[src/rtl/packet_parser_pkg.sv]
// Shared types and width helpers for the packet parser front end.
package packet_parser_pkg;

    // Arbiter FSM states.
    typedef enum logic [1:0] {
        IDLE = 2'd0,
        XFER = 2'd1,
        GAP  = 2'd2
    } state_t;

    // Width of the gap counter. Large enough for gaps of up to 15 cycles.
    localparam int GAP_W = 4;

    // Width of a Mod field: the number of bits needed to count bytes in one bus word.
    function automatic int mod_w(input int data_width);
        return (data_width > 8) ? $clog2(data_width / 8) : 1;
    endfunction

    // Width of a port index. Never narrower than one bit.
    function automatic int port_w(input int num_ports);
        return (num_ports > 1) ? $clog2(num_ports) : 1;
    endfunction

endpackage

[src/rtl/rr_arbiter.sv]
// Combinational round-robin arbiter.
// The search starts at ptr+1 (mod N), so the port that was served last has the
// lowest priority. Returns a one-hot grant and its encoded index.
module rr_arbiter
    import packet_parser_pkg::*;
#(
    parameter int N = 4
) (
    input  logic [N-1:0]           req,
    input  logic [port_w(N)-1:0]   ptr,
    output logic [N-1:0]           grant,
    output logic [port_w(N)-1:0]   idx,
    output logic                   any
);

    localparam int PW = port_w(N);

    int            cand;
    logic [PW-1:0] cand_idx;

    // Walk the ports in rotated order and take the first requester found.
    always_comb begin
        grant    = '0;
        idx      = '0;
        any      = 1'b0;
        cand     = 0;
        cand_idx = '0;
        for (int k = 1; k <= N; k++) begin
            cand     = (int'(ptr) + k) % N;
            cand_idx = PW'(cand);
            if (!any && req[cand_idx]) begin
                any             = 1'b1;
                grant[cand_idx] = 1'b1;
                idx             = cand_idx;
            end
        end
    end

endmodule

[src/rtl/packet_input_arbiter.sv]
// Packet-granular round-robin arbiter feeding the packet parser input bus.
// Pops whole packets (Sop..Eop) from one FWFT source at a time and forwards
// them on a registered push bus. An idle gap follows every Eop.
module packet_input_arbiter
    import packet_parser_pkg::*;
#(
    parameter int DATA_WIDTH = 64,
    parameter int NUM_PORTS  = 4,
    parameter int GAP_CYCLES = 1
) (
    input  logic                                    Clk,
    input  logic                                    Rst,
    input  logic [NUM_PORTS-1:0]                    Src_DataValid,
    input  logic [NUM_PORTS-1:0]                    Src_DataSop,
    input  logic [NUM_PORTS-1:0]                    Src_DataEop,
    input  logic [NUM_PORTS*mod_w(DATA_WIDTH)-1:0]  Src_Mod,
    input  logic [NUM_PORTS*DATA_WIDTH-1:0]         Src_Data,
    output logic [NUM_PORTS-1:0]                    Src_DataRead,
    output logic                                    OutBus_DataValid,
    output logic                                    OutBus_DataSop,
    output logic                                    OutBus_DataEop,
    output logic [mod_w(DATA_WIDTH)-1:0]            OutBus_Mod,
    output logic [DATA_WIDTH-1:0]                   OutBus_Data,
    output logic [port_w(NUM_PORTS)-1:0]            OutBus_Port,
    output logic                                    Busy,
    output logic                                    Err_NoSop,
    output logic                                    Err_MidSop
);

    localparam int MOD_W = mod_w(DATA_WIDTH);
    localparam int PORT_W = port_w(NUM_PORTS);
    localparam logic [GAP_W-1:0] GAP_LAST = GAP_W'((GAP_CYCLES > 0) ? GAP_CYCLES - 1 : 0);

    state_t                state_reg;
    logic [PORT_W-1:0]     rr_ptr_reg;
    logic [PORT_W-1:0]     grant_reg;
    logic [NUM_PORTS-1:0]  grant_oh_reg;
    logic                  first_word_reg;
    logic [GAP_W-1:0]      gap_cnt_reg;

    logic [NUM_PORTS-1:0]  arb_grant;
    logic [PORT_W-1:0]     arb_idx;
    logic                  arb_any;

    logic [DATA_WIDTH-1:0] data_arr [NUM_PORTS];
    logic [MOD_W-1:0]      mod_arr  [NUM_PORTS];

    logic                  head_valid;
    logic                  head_sop;
    logic                  head_eop;
    logic [MOD_W-1:0]      head_mod;
    logic [DATA_WIDTH-1:0] head_data;

    // Unpack the flat per-port buses into indexable arrays.
    genvar gi;
    generate
        for (gi = 0; gi < NUM_PORTS; gi++) begin : g_slice
            assign data_arr[gi] = Src_Data[gi*DATA_WIDTH +: DATA_WIDTH];
            assign mod_arr[gi]  = Src_Mod[gi*MOD_W +: MOD_W];
        end
    endgenerate

    rr_arbiter #(
        .N (NUM_PORTS)
    ) u_rr_arbiter (
        .req   (Src_DataValid),
        .ptr   (rr_ptr_reg),
        .grant (arb_grant),
        .idx   (arb_idx),
        .any   (arb_any)
    );

    // Head word of the currently granted source.
    assign head_valid = Src_DataValid[grant_reg];
    assign head_sop   = Src_DataSop[grant_reg];
    assign head_eop   = Src_DataEop[grant_reg];
    assign head_mod   = mod_arr[grant_reg];
    assign head_data  = data_arr[grant_reg];

    assign Busy = (state_reg != IDLE);

    // Pop the granted FWFT source whenever it shows a word during a transfer.
    // This must be combinational: the head word is consumed in the same cycle
    // it is seen, which is what gives one word per cycle.
    always_comb begin
        Src_DataRead = '0;
        if (state_reg == XFER) begin
            Src_DataRead = grant_oh_reg & Src_DataValid;
        end
    end

    // Arbitration FSM, gap counter and registered output bus.
    always_ff @(posedge Clk or posedge Rst) begin
        if (Rst) begin
            state_reg        <= IDLE;
            rr_ptr_reg       <= PORT_W'(NUM_PORTS - 1);
            grant_reg        <= '0;
            grant_oh_reg     <= '0;
            first_word_reg   <= 1'b0;
            gap_cnt_reg      <= '0;
            OutBus_DataValid <= 1'b0;
            OutBus_DataSop   <= 1'b0;
            OutBus_DataEop   <= 1'b0;
            OutBus_Mod       <= '0;
            OutBus_Data      <= '0;
            OutBus_Port      <= '0;
            Err_NoSop        <= 1'b0;
            Err_MidSop       <= 1'b0;
        end else begin
            // Strobes default low; data and port hold their last value.
            OutBus_DataValid <= 1'b0;
            OutBus_DataSop   <= 1'b0;
            OutBus_DataEop   <= 1'b0;
            OutBus_Mod       <= '0;
            Err_NoSop        <= 1'b0;
            Err_MidSop       <= 1'b0;

            case (state_reg)
                IDLE: begin
                    if (arb_any) begin
                        grant_reg      <= arb_idx;
                        grant_oh_reg   <= arb_grant;
                        rr_ptr_reg     <= arb_idx;
                        first_word_reg <= 1'b1;
                        state_reg      <= XFER;
                    end
                end

                XFER: begin
                    // An underrun simply leaves us here with nothing popped.
                    if (head_valid) begin
                        first_word_reg <= 1'b0;
                        if (first_word_reg && !head_sop) begin
                            // Orphan word (e.g. stale tail after reset): drop it.
                            Err_NoSop <= 1'b1;
                            state_reg <= IDLE;
                        end else begin
                            OutBus_DataValid <= 1'b1;
                            OutBus_DataSop   <= head_sop;
                            OutBus_DataEop   <= head_eop;
                            OutBus_Mod       <= head_eop ? head_mod : '0;
                            OutBus_Data      <= head_data;
                            OutBus_Port      <= grant_reg;
                            Err_MidSop       <= head_sop && !first_word_reg;
                            if (head_eop) begin
                                if (GAP_CYCLES > 0) begin
                                    gap_cnt_reg <= '0;
                                    state_reg   <= GAP;
                                end else begin
                                    state_reg   <= IDLE;
                                end
                            end
                        end
                    end
                end

                GAP: begin
                    if (gap_cnt_reg == GAP_LAST) begin
                        state_reg <= IDLE;
                    end else begin
                        gap_cnt_reg <= gap_cnt_reg + 1'b1;
                    end
                end

                default: begin
                    state_reg <= IDLE;
                end
            endcase
        end
    end

endmodule

[config.mk]
export PLATFORM = sky130hd
export DESIGN_NAME = packet_input_arbiter
export DESIGN_NICKNAME = d
export VERILOG_FILES = /design/src/rtl/packet_parser_pkg.sv /design/src/rtl/rr_arbiter.sv /design/src/rtl/packet_input_arbiter.sv
export SDC_FILE = /design/constraint.sdc
export NUM_CORES = 1
export LEC_CHECK = 0
export BUFFER_PORTS_ARGS = -buffer_cell sky130_fd_sc_hd__buf_2
export CAP_MARGIN = 15
export CORE_AREA = 3 3 138 140
export DETAILED_ROUTE_END_ITERATION = 6
export DIE_AREA = 0 0 141 143
export MAX_ROUTING_LAYER = met4
export PLACE_DENSITY = 0.75
export SYNTH_ARGS = -nofsm -noshare
export SYNTH_HDL_FRONTEND = slang
export SYNTH_HIERARCHICAL = 1
export SYNTH_SLANG_ARGS = --single-unit
[constraint.sdc]
create_clock -name Clk -period 4.8 [get_ports Clk]
set_input_delay 0.96 -clock Clk [delete_from_list [all_inputs] [get_ports Clk]]
set_output_delay 0.96 -clock Clk [all_outputs]
set_load 0.005 [all_outputs]
==> results.py, run 1 <==
metrics = {
    "cts": {
        "clock_path_buffers": 2,
        "path_clk_slew_ps": 70,
        "tritoncts": "done",
        "postCtsSetupBuffers": 0,
        "cts-resized-gates": 0,
        "hold_buffers": 0,
        "clock-root-buffer": "clkbuf_16",
        "worstSkewPairLatency_ps": 340,
        "cts_buffers": 9,
        "cts.sinks": 89,
        "htreeDepth": 3,
    },
    "global_routing": {
        "grt_overflow": 0,
        "grt_antenna_before_repair": 7,
        "grt_pass1_wl_um": 31700,
        "track_usage_pct": 20.8,
        "grt_pass1_vias": 5701,
        "grt_max_degree": 58,
    },
    "yosys": {
        "ys.flop_type": "dfrtp_1",
        "post-synth-top-area-fraction_pct": 36.4,
        "syn_area_per_cell_um2": 11.1,
        "async_flop_share_pct": 100,
        "synth_cells": 539,
        "yosys-top-cells-area": "dfrtp_1, mux4_2, mux2_2",
        "yosysWarningCount": 6,
        "synth_edf_count": 0,
        "syn_nets": 831,
        "synth.ff_latch_count": 89,
        "synth_area_mm2": 0.00598,
        "synth-seq-area-share_pct": 37.3,
        "ys_types": 53,
        "synth_largest_area_cell": "dfrtp_1",
    },
    "cells_and_area": {
        "area_growth_pct": 36.9,
        "drive_above_1_share_pct": 56.4,
        "fillers": 1700,
        "largest_reg_flops": 64,
        "nNetsFinal": 1163,
    },
    "critical_path": {
        "required_ps": 4970,
        "critPathTopFamily": "compound AO/OA/AOI/OAI gates",
        "worstPathCellList": "buf_4 > mux2i_1 > a211o_2 > o221ai_1",
        "cp_data_arrival_time_ps": 2950,
        "r2r_start": "grant_reg[0]",
        "cp_max_fo": 47,
        "cp_num_buf_inv": 1,
        "crit_type": "register to register",
        "endpoint_kind": "register",
        "crit_path_max_incr_delay_ps": 700,
        "cpMaxStageDelayCell": "buf_4",
        "critPathLaunchType": "register",
        "timing.critical_path.from": "grant_reg[0]",
    },
    "place": {
        "port_buffers": 360,
        "gp_congestion": 0.878,
        "dp_hpwl_um": 16700,
    },
    "pwr": {
        "vdd_ir_drop_max_mv": 0.269,
        "p_sw_mw": 1.99,
        "clockPowerShare_pct": 15.0,
        "cellLeakagePower_nw": 4.01,
        "powerDensity_mw_per_mm2": 590,
        "combPwrFrac_pct": 55.6,
        "seq_power_share_pct": 29.3,
        "finalPower_mw": 4.84,
        "internal_power_mw": 2.85,
        "swShare_pct": 41.1,
    },
    "hold_path": {
        "hold_class": "register to register",
        "worstHoldStart": "grant_oh_reg[2]",
    },
    "timing": {
        "rsz0062_at_grt": "false",
        "finalSetupViolations": 0,
        "fin_crit_ps": 2780,
        "slew_violations": 0,
        "fin_setup_tns_ps": 0,
        "hold_violations": 0,
        "tightest_slew_ps": 870,
        "fmax_ghz": 0.360,
        "min_period_over_period_pct": 57.9,
        "fin_worst_skew_ps": 6.89,
        "relSlewSlack_pct": 42.0,
    },
    "run": {
        "cap_violations": 0,
    },
    "route": {
        "viasPerCell": 5.23,
        "avgRoutedWirePerCell_um": 19.5,
        "wl_um": 21700,
        "drc": 0,
        "ant_nets": 0,
        "drtPass1Iterations": 5,
        "initialDrtViolationCount": 416,
        "vias": 5815,
    },
    "die": {
        "die-height_um": 143,
        "ios": 361,
        "die_area_mm2": 0.0202,
        "fp-row-count": 49,
        "initial_core_util_pct": 33.3,
        "core_mm2": 0.0180,
        "dieWidth_um": 141,
    },
    "run_status": {
        "outcome": "completed",
    },
}
-- power by group through the flow --
stage | Clock, mW | Combinational (mW) | Sequential (mW)
global route | 0.782 | 2.93 | 1.47
global placement | 0 | 2.66 | 1.42
finish | 0.727 | 2.69 | 1.42
floorplan | 0 | 1.98 | 1.32
CTS | 0.750 | 2.72 | 1.42
detailed placement | 0 | 2.72 | 1.43
-- per-layer routing --
layer	share of wire (%)	global-route usage, %
met4	1.9	5.05
met3	8.3	6.06
met5	0	-
met1	40	25.7
met2	50	33.8
-- path summary, 6_finish.rpt --
path	endpoint	slack [ps]	cells after the start
max	OutBus_Data[60]	2020	4
min	grant_oh_reg[2]	470	2
max reg2reg	OutBus_Data[60]	2020	4
min reg2reg	grant_oh_reg[2]	470	2
max in group asynchronous	OutBus_Port[0]	3080	3
min in group asynchronous	OutBus_Data[14]	740	2
-- through the flow --
step | worst slack (ps) | hold slack [ps] | cells | cell area [µm²] | utilization (%)
finish | 2020 | 473 | 1111 | 8200 | 45.6
CTS | 1960 | 473 | 1105 | 8180 | 45.5
detailed placement | 1710 | 457 | 1089 | 7880 | 43.9
global placement | 1760 | 456 | 1089 | 7880 | 43.9
floorplan | 1540 | 437 | 539 | 5980 | -
global route | 1790 | 510 | 1111 | 8200 | 45.6
-- placed cells by master, fill, tap and decap left out, types with 2 or more instances in the layout --
cell        Yosys  routed
buf_2           5     360
dfrtp_1        87      85
nand2_1        79      79
mux2_2         51      51
mux2i_1        47      47
o21ai_0        47      47
o221ai_1       42      42
mux4_2         29      29
mux2_4         14      14
ha_1           10      10
inv_1          10       9
clkbuf_16       0       9
nor2_1          8       8
and3_1          7       7
buf_4           2       7
diode_2         0       6
o21ai_1         5       5
inv_6           1       4
nor2b_1         4       4
and2_1          4       4
nand3_1         4       4
nor3_1          4       4
a221o_1         4       4
a31oi_1         3       3
a21oi_1         3       3
or3b_1          2       2
nand2b_1        2       2
clkinvlp_4      0       2
dfstp_2         2       2
a21boi_0        2       2
-- cells by family after synthesis --
logic type / after synthesis / share of synthesized area, %
flip-flops: 89 / 37.3
AND/OR/NAND/NOR: 120 / 8.93
AO/OA/AOI/OAI: 120 / 14.4
buffers and inverters: 58 / 5.10
multiplexers: 142 / 32.3
adder cells (fa/ha/maj): 10 / 2.09
-- area by class of cell --
class | instances | area, µm² | share of cell area (%)
Clock buffer | 9 | 225 | 2.75
Sequential cell | 89 | 2230 | 27.3
Clock inverter | 7 | 76.3 | 0.931
Tap cell | 229 | 287 | 3.50
Antenna cell | 6 | 15.0 | 0.183
Inverter | 12 | 52.6 | 0.641
Timing Repair Buffer | 367 | 1850 | 22.6
Multi-Input combinational cell | 392 | 3450 | 42.1
-- synthesized netlist by cell type (all sizes together) (2+ instances only) --
cell type   n
dfrtp      87
nand2      79
mux2       65
o21ai      52
mux2i      48
o221ai     42
mux4       29
buf        23
clkbuf     23
inv        12
ha         10
nor2       10
and3        7
a21oi       4
a221o       4
and2        4
nand3       4
nor2b       4
nor3        4
a31oi       3
a211oi      2
a21boi      2
a221oi      2
dfstp       2
nand2b      2
o22a        2
or3b        2
-- worst reg2reg max path: cells and delay by family, from the launching register on --
family	cells	cell delay, ps
AOI/OAI and AO/OA	2	1000
buffers and inverters	1	710
DFF	1	630
muxes	1	280
Power figures use the tool's default switching activity.
==> run 2: changes to the inputs <==
- PLACE_DENSITY: 0.75 -> 0.77
- clock period: 4.8 -> 2.5 ns (I/O delays scaled with it)
==> results.py, run 2 (same netlist as run 1, synthesis figures left out) <==
metrics = {
    "die": {
        "die_area_mm2": 0.0202,
        "ios": 361,
        "die-height_um": 143,
        "fp-row-count": 49,
        "initial_core_util_pct": 33.3,
        "dieWidth_um": 141,
        "core_mm2": 0.0180,
    },
    "timing": {
        "relSlewSlack_pct": 47.6,
        "rsz0062_at_grt": "false",
        "fin_setup_tns_ps": 0,
        "finalWorstSetupSlack_ps": 242,
        "finalSetupViolations": 0,
        "fin_crit_ps": 2260,
        "slew_violations": 0,
        "tightest_slew_ps": 786,
        "min_period_over_period_pct": 90.3,
        "hold_violations": 0,
        "fmax_ghz": 0.443,
        "fin_worst_skew_ps": 7.61,
    },
    "run": {
        "cap_violations": 0,
    },
    "cts": {
        "cts.sinks": 89,
        "clock-root-buffer": "clkbuf_16",
        "clock_path_buffers": 2,
        "path_clk_slew_ps": 60,
        "tritoncts": "done",
        "worstSkewPairLatency_ps": 340,
        "cts-resized-gates": 0,
        "hold_buffers": 0,
        "postCtsSetupBuffers": 0,
        "cts_buffers": 9,
        "htreeDepth": 3,
    },
    "cells_and_area": {
        "final_cell_mix": "buf_2, dfrtp_1, nand2_1, mux2_2",
        "nNetsFinal": 1177,
        "largest_reg_flops": 64,
        "fillers": 1704,
        "area_growth_pct": 39.4,
        "drive_above_1_share_pct": 56.7,
        "layout_commonest_cell": "buf_2",
        "final_cells": 1124,
        "final_cell_area_mm2": 0.00834,
    },
    "place": {
        "preCtsSetupSlack_ps": 206,
        "dp_hpwl_um": 16800,
        "dp.cells": 1103,
        "gp_congestion": 0.881,
        "dpl_cell_area_mm2": 0.00801,
        "port_buffers": 360,
    },
    "run_status": {
        "outcome": "completed",
    },
    "route": {
        "wl_um": 21500,
        "initialDrtViolationCount": 289,
        "vias": 5889,
        "drtPass1Iterations": 5,
        "avgRoutedWirePerCell_um": 19.2,
        "ant_nets": 0,
        "viasPerCell": 5.24,
        "drc": 0,
    },
    "pwr": {
        "vdd_ir_drop_max_mv": 0.656,
        "cellLeakagePower_nw": 4.09,
        "powerDensity_mw_per_mm2": 1140,
        "finalPower_mw": 9.47,
    },
    "global_routing": {
        "grt_pass1_vias": 5938,
        "grt_antenna_before_repair": 5,
        "grt_overflow": 0,
        "track_usage_pct": 21.0,
        "grt_max_degree": 52,
        "grt_pass1_wl_um": 32300,
    },
    "critical_path": {
        "crit_path_max_incr_delay_ps": 530,
        "crit_type": "register to register",
        "required_ps": 2680,
        "crit_path_frequent_cell": "buf_4",
        "critPathLaunchType": "register",
        "cp_max_fo": 35,
        "worstPathCellList": "buf_4 > buf_4 > mux2_2 > nand2_1 > o221ai_1",
        "endpoint_kind": "register",
        "cp_data_arrival_time_ps": 2440,
        "cpMaxStageDelayCell": "buf_4",
    },
    "hold_path": {
        "hold_class": "input port to async pin",
    },
}
-- run 2: cell count changes in the layout (fill, tap and decap cells not counted), moves of 2 or more --
cell / previous run / this run
clkbuf_1: 0 / 2
buf_4: 7 / 19
inv_6: 4 / 1
buf_12: 0 / 2
-- run 2: final timing paths --
kind                                       from         endpoint  slack, ps  cells past startpoint
worst max-delay path               grant_reg[0]   OutBus_Data[2]        240                      5
worst max register to register     grant_reg[0]   OutBus_Data[2]        240                      5
worst min-delay path                        Rst   OutBus_Data[4]        300                      2
max in group asynchronous                   Rst   OutBus_Port[0]       1520                      3
min in group Clk                grant_oh_reg[1]  grant_oh_reg[1]        470                      2
worst min register to register  grant_oh_reg[1]  grant_oh_reg[1]        470                      2
-- run 2: per-layer routing --
layer / wire length (µm) / GRT usage, %
met5: 0 / -
met4: 391 / 7.34
met3: 1720 / 4.76
met2: 11100 / 34.6
met1: 8370 / 25.5
-- run 2: final cells by class --
| cell class | instances | area [µm²] | area share (%) |
|---|---|---|---|
| multi-input combinational | 392 | 3450 | 41.3 |
| tap | 229 | 287 | 3.43 |
| inverter | 12 | 53.8 | 0.645 |
| antenna | 5 | 12.5 | 0.150 |
| clock buffer | 12 | 246 | 2.95 |
| clock inverter | 4 | 76.3 | 0.915 |
| sequential | 89 | 2230 | 26.8 |
| timing repair buffer | 381 | 1980 | 23.8 |
-- run 2: report_power, final --
group / switching, mW / leakage, nW / internal, mW
combinational: 2.84 / 2.84 / 2.64
sequential: 0.380 / 1.10 / 2.15
clock: 0.562 / 0.153 / 0.906
-- run 2: stage by stage --
| step | util (%) | hold WS (ps) |
|---|---|---|
| floorplan | - | 437 |
| global placement | 44.6 | 451 |
| detailed placement | 44.6 | 455 |
| CTS | 46.4 | 308 |
| global route | 46.4 | 340 |
| finish | 46.5 | 297 |
-- run 2: worst max-delay path, delay by kind of cell, from the launching register on --
| family | cells | cell delay, ps |
|---|---|---|
| AOI/OAI and AO/OA | 1 | 120 |
| muxes | 1 | 390 |
| DFF | 1 | 480 |
| and+or+nand+nor | 1 | 60 |
| buffers and inverters | 2 | 990 |
